<file path="config.mk">
export PLATFORM = sky130hd
export DESIGN_NAME = timebase
export DESIGN_NICKNAME = d
export VERILOG_FILES = /design/src/rtl/timebase_pkg.sv /design/src/rtl/timebase_channel.sv /design/src/rtl/timebase.sv
export SDC_FILE = /design/constraint.sdc
export NUM_CORES = 1
export LEC_CHECK = 0
export ABC_CLOCK_PERIOD_IN_PS = 4670
export CAP_MARGIN = 20
export CORE_ASPECT_RATIO = 1.2
export CORE_MARGIN = 3
export CORE_UTILIZATION = 37
export CTS_CLUSTER_SIZE = 24
export DETAILED_ROUTE_END_ITERATION = 7
export GPL_TIMING_DRIVEN = 1
export HOLD_SLACK_MARGIN = 0.06
export PLACE_DENSITY_LB_ADDON = 0.05
export RECOVER_POWER = 100
export SYNTH_ARGS = -nofsm -noshare
export SYNTH_HDL_FRONTEND = slang
export SYNTH_SLANG_ARGS = --single-unit
</file>
<file path="constraint.sdc">
create_clock -name sys_clk -period 4.67 [get_ports sys_clk]
set_input_delay 0.467 -clock sys_clk [delete_from_list [all_inputs] [get_ports sys_clk]]
set_output_delay 0.467 -clock sys_clk [all_outputs]
set_load 0.03 [all_outputs]
</file>
<file path="src/rtl/timebase_pkg.sv">
// timebase_pkg: shared types and helpers for the system timebase.
// Channel FSM state encoding and the prescaler divide calculation.
package timebase_pkg;

  typedef enum logic {
    IDLE = 1'b0,
    RUN  = 1'b1
  } ch_state_t;

  function automatic int unsigned calc_div(
    input int unsigned clk_hz,
    input int unsigned tick_hz
  );
    if (tick_hz == 0) begin
      return 0;
    end
    return clk_hz / tick_hz;
  endfunction

endpackage

</file>
<file path="src/rtl/timebase_channel.sv">
// timebase_channel: one countdown timer clocked by the timebase tick strobe.
// Periodic reload is built only when TIMEBASE_PERIODIC_EN is defined.
module timebase_channel
  import timebase_pkg::*;
#(
  parameter int unsigned PER_W = 16
) (
  input  logic             clk,
  input  logic             rst_n,
  input  logic             clr_i,
  input  logic             tick_i,
  input  logic             load_i,
  input  logic             stop_i,
  input  logic             periodic_i,
  input  logic [PER_W-1:0] period_i,
  output logic             busy_o,
  output logic             expire_o
);

  localparam logic [PER_W-1:0] ONE = PER_W'(1);

  ch_state_t        state_q, state_d;
  logic [PER_W-1:0] remain_q, remain_d;
  logic             expire_q, expire_d;

`ifdef TIMEBASE_PERIODIC_EN
  logic [PER_W-1:0] reload_q, reload_d;
  logic             mode_q, mode_d;
`else
  logic             unused_periodic;
  assign unused_periodic = periodic_i;
`endif

  // Next state: clear, then load (wins over stop and expiry), then countdown.
  always_comb begin
    state_d  = state_q;
    remain_d = remain_q;
    expire_d = 1'b0;
`ifdef TIMEBASE_PERIODIC_EN
    reload_d = reload_q;
    mode_d   = mode_q;
`endif
    if (clr_i) begin
      state_d = IDLE;
    end else if (load_i) begin
      if (period_i != '0) begin
        state_d  = RUN;
        remain_d = period_i;
`ifdef TIMEBASE_PERIODIC_EN
        reload_d = period_i;
        mode_d   = periodic_i;
`endif
      end else begin
        state_d  = IDLE;
        expire_d = 1'b1;
      end
    end else if (state_q == RUN) begin
      if (stop_i) begin
        state_d = IDLE;
      end else if (tick_i) begin
        if (remain_q > ONE) begin
          remain_d = remain_q - ONE;
        end else begin
          expire_d = 1'b1;
`ifdef TIMEBASE_PERIODIC_EN
          if (mode_q) begin
            remain_d = reload_q;
          end else begin
            state_d = IDLE;
          end
`else
          state_d = IDLE;
`endif
        end
      end
    end
  end

  // Channel state registers.
  always_ff @(posedge clk or negedge rst_n) begin
    if (!rst_n) begin
      state_q  <= IDLE;
      remain_q <= '0;
      expire_q <= 1'b0;
`ifdef TIMEBASE_PERIODIC_EN
      reload_q <= '0;
      mode_q   <= 1'b0;
`endif
    end else begin
      state_q  <= state_d;
      remain_q <= remain_d;
      expire_q <= expire_d;
`ifdef TIMEBASE_PERIODIC_EN
      reload_q <= reload_d;
      mode_q   <= mode_d;
`endif
    end
  end

  assign busy_o   = (state_q == RUN);
  assign expire_o = expire_q;

endmodule

</file>
<file path="src/rtl/timebase.sv">
// timebase: prescaler, free-running tick counter and NUM_CH timer channels.
// Optional periodic channel mode: define TIMEBASE_PERIODIC_EN.
module timebase
  import timebase_pkg::*;
#(
  parameter int unsigned CLK_HZ  = 50_000_000,
  parameter int unsigned TICK_HZ = 1000,
  parameter int unsigned CNT_W   = 32,
  parameter int unsigned PER_W   = 16,
  parameter int unsigned NUM_CH  = 2
) (
  input  logic                    sys_clk,
  input  logic                    sys_rst_n,
  input  logic                    en,
  input  logic                    clr,
  output logic                    tick,
  output logic [CNT_W-1:0]        ticks,
  output logic                    ticks_wrap,
  input  logic [NUM_CH-1:0]       ch_load,
  input  logic [NUM_CH-1:0]       ch_stop,
  input  logic [NUM_CH-1:0]       ch_periodic,
  input  logic [NUM_CH*PER_W-1:0] ch_period,
  output logic [NUM_CH-1:0]       ch_busy,
  output logic [NUM_CH-1:0]       ch_expire
);

  localparam int unsigned DIV  = calc_div(CLK_HZ, TICK_HZ);
  localparam int unsigned PS_W = (DIV < 2) ? 1 : $clog2(DIV);
  localparam logic [PS_W-1:0] PS_MAX = PS_W'(DIV - 1);

  if (DIV < 2) begin : g_div_chk
    $error("timebase: CLK_HZ/TICK_HZ must be at least 2");
  end

  if (NUM_CH < 1) begin : g_ch_chk
    $error("timebase: NUM_CH must be at least 1");
  end

  logic [PS_W-1:0]  presc_q, presc_d;
  logic [CNT_W-1:0] ticks_q, ticks_d;
  logic             tick_q, tick_d;
  logic             wrap_q, wrap_d;

  // Prescaler and tick counter; clr beats en, en low holds the phase.
  always_comb begin
    presc_d = presc_q;
    ticks_d = ticks_q;
    tick_d  = 1'b0;
    wrap_d  = 1'b0;
    if (clr) begin
      presc_d = '0;
      ticks_d = '0;
    end else if (en) begin
      if (presc_q == PS_MAX) begin
        presc_d = '0;
        tick_d  = 1'b1;
        ticks_d = ticks_q + 1'b1;
        wrap_d  = &ticks_q;
      end else begin
        presc_d = presc_q + 1'b1;
      end
    end
  end

  // Timebase registers.
  always_ff @(posedge sys_clk or negedge sys_rst_n) begin
    if (!sys_rst_n) begin
      presc_q <= '0;
      ticks_q <= '0;
      tick_q  <= 1'b0;
      wrap_q  <= 1'b0;
    end else begin
      presc_q <= presc_d;
      ticks_q <= ticks_d;
      tick_q  <= tick_d;
      wrap_q  <= wrap_d;
    end
  end

  assign tick       = tick_q;
  assign ticks      = ticks_q;
  assign ticks_wrap = wrap_q;

  for (genvar i = 0; i < NUM_CH; i++) begin : g_ch
    timebase_channel #(
      .PER_W (PER_W)
    ) u_ch (
      .clk        (sys_clk),
      .rst_n      (sys_rst_n),
      .clr_i      (clr),
      .tick_i     (tick_q),
      .load_i     (ch_load[i]),
      .stop_i     (ch_stop[i]),
      .periodic_i (ch_periodic[i]),
      .period_i   (ch_period[i*PER_W +: PER_W]),
      .busy_o     (ch_busy[i]),
      .expire_o   (ch_expire[i])
    );
  end

endmodule

</file>
[After elaboration in Yosys (flattened, before gate mapping)]
Index checks and enable logic that the tools add are counted.
Storage, ports and cells
  flip-flop bits (word level): 86
  latch bits: 0
  bits of input ports: 42
  output and inout bits: 38
  logic and storage cells: 88
  memories kept: 0
  memory bits (read-only): 0
  memory bits (writable): 0
Cells by class
  bitwise logic cells: 1
  $add $sub $neg: 4
  $mul: 0
  $lt $le $gt $ge: 2
  shift-type cells: 0
  muxes and demuxes: 52
  reduce and logical (&&, ||, !) cells: 14
  div/mod/pow operators: 0
  equality and inequality tests: 5
Operators by type and width (count)
  16-bit 2-to-1 mux: 15
  32-bit 2-to-1 mux: 3
  1-bit 2-to-1 mux: 34
  32-bit by 1-bit adder with 32-bit output, second input constant: 1
  16-bit by 1-bit > comparator with 1-bit output, second input constant: 2
  32-bit AND reduction: 1
  16-bit nonzero test: 2
  16-bit by 1-bit subtractor with 16-bit output, second input constant: 2
  16-bit by 1-bit adder with 16-bit output, second input constant: 1
  16-bit == test, second input constant: 1
  2-bit nonzero test: 8
  6-bit AND reduction: 2
  2-bit by 1-bit inequality test with 1-bit output, second input constant: 2
  2-bit inequality test, second input constant: 2
  2-bit AND reduction: 1
  1-bit NOT: 1

[Longest topological paths before layout]
  depth in word-level cells: 7
  mapped depth: 9
  depth with buffers taken out: 7

[Cells and area by module]
From an unflattened synthesis, not the netlist that was laid out.
Second synthesis, totals
  cell total of the unflattened synthesis: 595
  area total of the unflattened synthesis: 5413.9 µm²
By module, submodules not included
  timebase: cells an instance 301, times used 1, area an instance 2776.4 µm²
  timebase_channel: cells an instance 147, times used 2, area an instance 1318.8 µm²

[Least setup slack after synthesis]
Ideal clock, no wire load.
  kind: reg-to-reg
  start point: reg ticks_q[12], in the netlist ticks[12]
  end point: reg ticks_q[26], in the netlist ticks[26]
  period minus slack after synthesis: 2294 ps
  buffers on the path: 1
  path slack: 2376 ps
  library setup time: 78 ps
  required time: 4592 ps
  cell stages (with the launch flop): 7
  arrival: 2216 ps
  path through: dfrtp_1 and3_1 nand4_1 or4_1 buf_2 or4_1 a21oi_1
Between the ends
  word-level cells in the longest chain between the ends: 4
Ends and longest elaborated chain
  start: declaration: RTL line timebase.sv:40  | logic [CNT_W-1:0] ticks_q, ticks_d;
  start signal: assignment: RTL line timebase.sv:74  | ticks_q <= ticks_d;
  32-bit by 1-bit adder with 32-bit output: RTL line timebase.sv:57  | ticks_d = ticks_q + 1'b1;
  32-bit 2-to-1 mux: RTL line timebase.sv:54  | if (presc_q == PS_MAX) begin
  32-bit 2-to-1 mux: RTL line timebase.sv:53  | end else if (en) begin
  32-bit 2-to-1 mux: RTL line timebase.sv:50  | if (clr) begin
Every way passes these cells. The select of a mux whose other input is x is not followed.
A chain may end at the register's enable or synchronous reset.

[Final worst setup path]
  start point: reg g_ch[0].u_ch.remain_q[4]
  end point: reg g_ch[0].u_ch.remain_q[4]
Between the ends
  word-level cells in the longest chain between the ends: 6
Ends and longest elaborated chain
  start: declaration: RTL line timebase_channel.sv:23  | logic [PER_W-1:0] remain_q, remain_d;
  start signal: assignment: RTL line timebase_channel.sv:91  | remain_q <= remain_d;
  16-bit by 1-bit subtractor with 16-bit output: RTL line timebase_channel.sv:62  | remain_d = remain_q - ONE;
  16-bit 2-to-1 mux: RTL line timebase_channel.sv:61  | if (remain_q > ONE) begin
  16-bit 2-to-1 mux: RTL line timebase_channel.sv:60  | end else if (tick_i) begin
  16-bit 2-to-1 mux: RTL line timebase_channel.sv:58  | if (stop_i) begin
  16-bit 2-to-1 mux: RTL line timebase_channel.sv:57  | end else if (state_q == RUN) begin
  16-bit 2-to-1 mux: RTL line timebase_channel.sv:45  | end else if (load_i) begin
Several ways; a longest one is shown, not always the timed one. The select of a mux whose other input is x is not followed.

==> out/qor.yml <==
setup_path:
  required_ns: 4.86
  crit_arrival_ns: 3.47
  end_kind: "register"
  startpoint_type: "register"
  worstPathMaxFanout: 18
  crit_type: "reg -> reg"
hold_path:
  hp-class: "reg -> reg"
grt:
  grt_overflow: 0
  grt_max_degree: 56
  grt_pass1_wl_mm: 23.3
  grtUsageTotal_pct: 18.8
  grt_antenna_before_repair: 0
  first_global_vias: 4634
placed_design:
  dpl.hpwl_mm: 9.96
  port_buffers: 77
  dp_cells: 802
  globalplace.congestion: 0.834
logic_synthesis:
  yosysSeqAreaShare_pct: 41.6
  ys_ff_latch: 86
  ys_warn_count: 0
  ys_top_cells_by_area: "dfrtp_1, nor2_1, a21oi_1, o31ai_1, nand4_1"
  synth_top_area_share_pct: 41.6
  syn_area_per_cell_um2: 8.90
  synth_edf_count: 0
  syn-cell-area_um2: 5170
  yosysUniqueCellTypes: 71
  synth_largest_area_cell: "dfrtp_1"
  ys.flop_type: "dfrtp_1"
  syn_nets: 629
  syn_inst: 581
  synth-async-reset-ratio_pct: 100
sta:
  max_slew.worst_pin.slew_ns: 3.22
  post-route-period-util_pct: 70.1
  period_minus_slack_ns: 3.27
  fin_setup_tns_ns: 0
  setup_viol: 0
  finalHoldViolations: 0
  fin_worst_skew_ns: 0.00810
  fmaxAchievable_ghz: 0.305
  slew_violations: 56
  rsz0062_at_grt: "false"
  slew_headroom_pct: -114
finish:
  syn2layout_area_growth_pct: 22.6
  drive_above_1_share_pct: 5.68
  mostFrequentLayoutCells: "dfrtp_1, nor2_1, a21oi_1, dlygate4sd3_1"
  fin_cells: 819
  layout.nets: 694
  final_common_cell: "dfrtp_1"
  diodes: 0
drt:
  wl_mm: 14.3
  wire_per_inst_um: 17.5
  top_layer: "met4"
  num_vias: 4761
  drt_first_pass_iters: 5
  wl_met1_mm: 6.58
  vias_per_cell: 5.81
  wl_met3_um: 677
  drc_errors: 0
  drtIter0Drc: 329
  routed-wl-met2_mm: 6.76
  final_antenna_net_count: 0
power_and_ir_drop:
  cellPowerDensity_nw_per_um2: 301
  power.leakage_nw: 2.58
  max-vdd-ir-drop_uv: 279
floorplanning:
  initial_utilization_pct: 38.4
  die_w_um: 114
  rows: 46
  die-area_um2: 15400
  core_area_um2: 13500
  io_pins: 80
  die_h_um: 135
run:
  cap_violations: 1
clocking:
  clockBufferDepth: 2
  postCtsHoldBufs: 0
  cts_buffers: 9
  cts.reportedPaths.clkPinSlew_ns: 0.06
  worstSkewPairLatency_ns: 0.35
  clock_sinks: 86
  cts_setup_buffers: 0
  cts_tree: "yes"
  cts_resized: 0
  htreeDepth: 3
  root_buffer: "clkbuf_16"
run_status:
  status: "finished with violations"
  violations: "max-capacitance violations, max-slew violations"
==> state kept, by name, indices dropped and copies added, names as in the netlist <==
signal and count:
g_ch.u_ch.busy_o 2, tick 1, g_ch.u_ch.expire_o 2, presc_q 16, ticks_wrap 1, ticks 32, g_ch.u_ch.remain_q 32
==> cells by family after synthesis <==
group / share of synthesized area, %
flops: 41.6
fa+ha+maj: 1.45
xor+xnor: 3.90
buf+inv: 4.55
compound gates: 18.6
simple gates: 29.2
mux: 0.629
==> layer usage <==
metal / track usage [%] / vias to the layer above
met3: 2.90 / 18
met5: 0 / -
met2: 30.0 / 124
li1: - / 2311
met4: 7.79 / 0
met1: 25.4 / 2308
==> cells in the mapped netlist (all sizes together) (16+ instances only) <==
| master | instances |
|---|---|
| nand3 | 23 |
| dfrtp | 86 |
| inv | 20 |
| nor2 | 69 |
| nand4 | 26 |
| clkbuf | 20 |
| nor3 | 22 |
| o31ai | 24 |
| nand2 | 37 |
| a21oi | 39 |
| nor4 | 18 |
| or4 | 16 |
| o21ai | 24 |
==> critical path: stages (launching register included) <==
cell and delay [ns]:
dfrtp_1 0.42, or3_1 0.46, or2_0 0.32, o31ai_4 0.23, clkbuf_1 0.68, or2_0 0.77
o21ai_0 0.22
==> metrics by stage <==
step	power (W)	hold slack [ns]	setup WS [ns]	util [%]	area (µm²)
after global routing	0.00199	0.538	1.05	47.1	6340
after detailed placement	0.00110	0.507	1.56	44.9	6050
after global placement	0.00109	0.489	1.59	44.9	6050
after CTS	0.00192	0.221	1.87	47.4	6390
final	0.00190	0.518	1.40	47.1	6340
after floorplan	0.000997	0.171	2.38	-	5170
==> path summary, 6_finish.rpt <==
| check | startpoint | endpoint | slack (ns) | cells after the start |
|---|---|---|---|---|
| worst max-delay path | g_ch[0].u_ch.remain_q[4]$_DFFE_PN0P_ | g_ch[0].u_ch.remain_q[4]$_DFFE_PN0P_ | 1.40 | 6 |
| worst min-delay path | g_ch[0].u_ch.remain_q[14]$_DFFE_PN0P_ | g_ch[0].u_ch.remain_q[14]$_DFFE_PN0P_ | 0.52 | 2 |
| worst max register to register | g_ch[0].u_ch.remain_q[4]$_DFFE_PN0P_ | g_ch[0].u_ch.remain_q[4]$_DFFE_PN0P_ | 1.40 | 6 |
| worst min register to register | g_ch[0].u_ch.remain_q[14]$_DFFE_PN0P_ | g_ch[0].u_ch.remain_q[14]$_DFFE_PN0P_ | 0.52 | 2 |
| max in group asynchronous | sys_rst_n | presc_q[4]$_DFFE_PN0P_ | 1.67 | 1 |
| min in group asynchronous | sys_rst_n | g_ch[1].u_ch.remain_q[10]$_DFFE_PN0P_ | 1.18 | 1 |
==> cell type report <==
class	count	area, µm²
clock inverters	3	65.1
well taps	168	210
fillers	1329	7130
flip-flops and latches	86	2150
multi-input cells	443	2740
clock buffers	13	270
inverters	20	75.1
repair buffers	86	821
==> where the power goes <==
group / internal, W / total [W] / switching [W]
clock: 0.000512 / 0.000821 / 0.000308
sequential: 0.000789 / 0.000839 / 0.0000499
combinational: 0.000104 / 0.000245 / 0.000141
(Power assumes the default switching activity.)
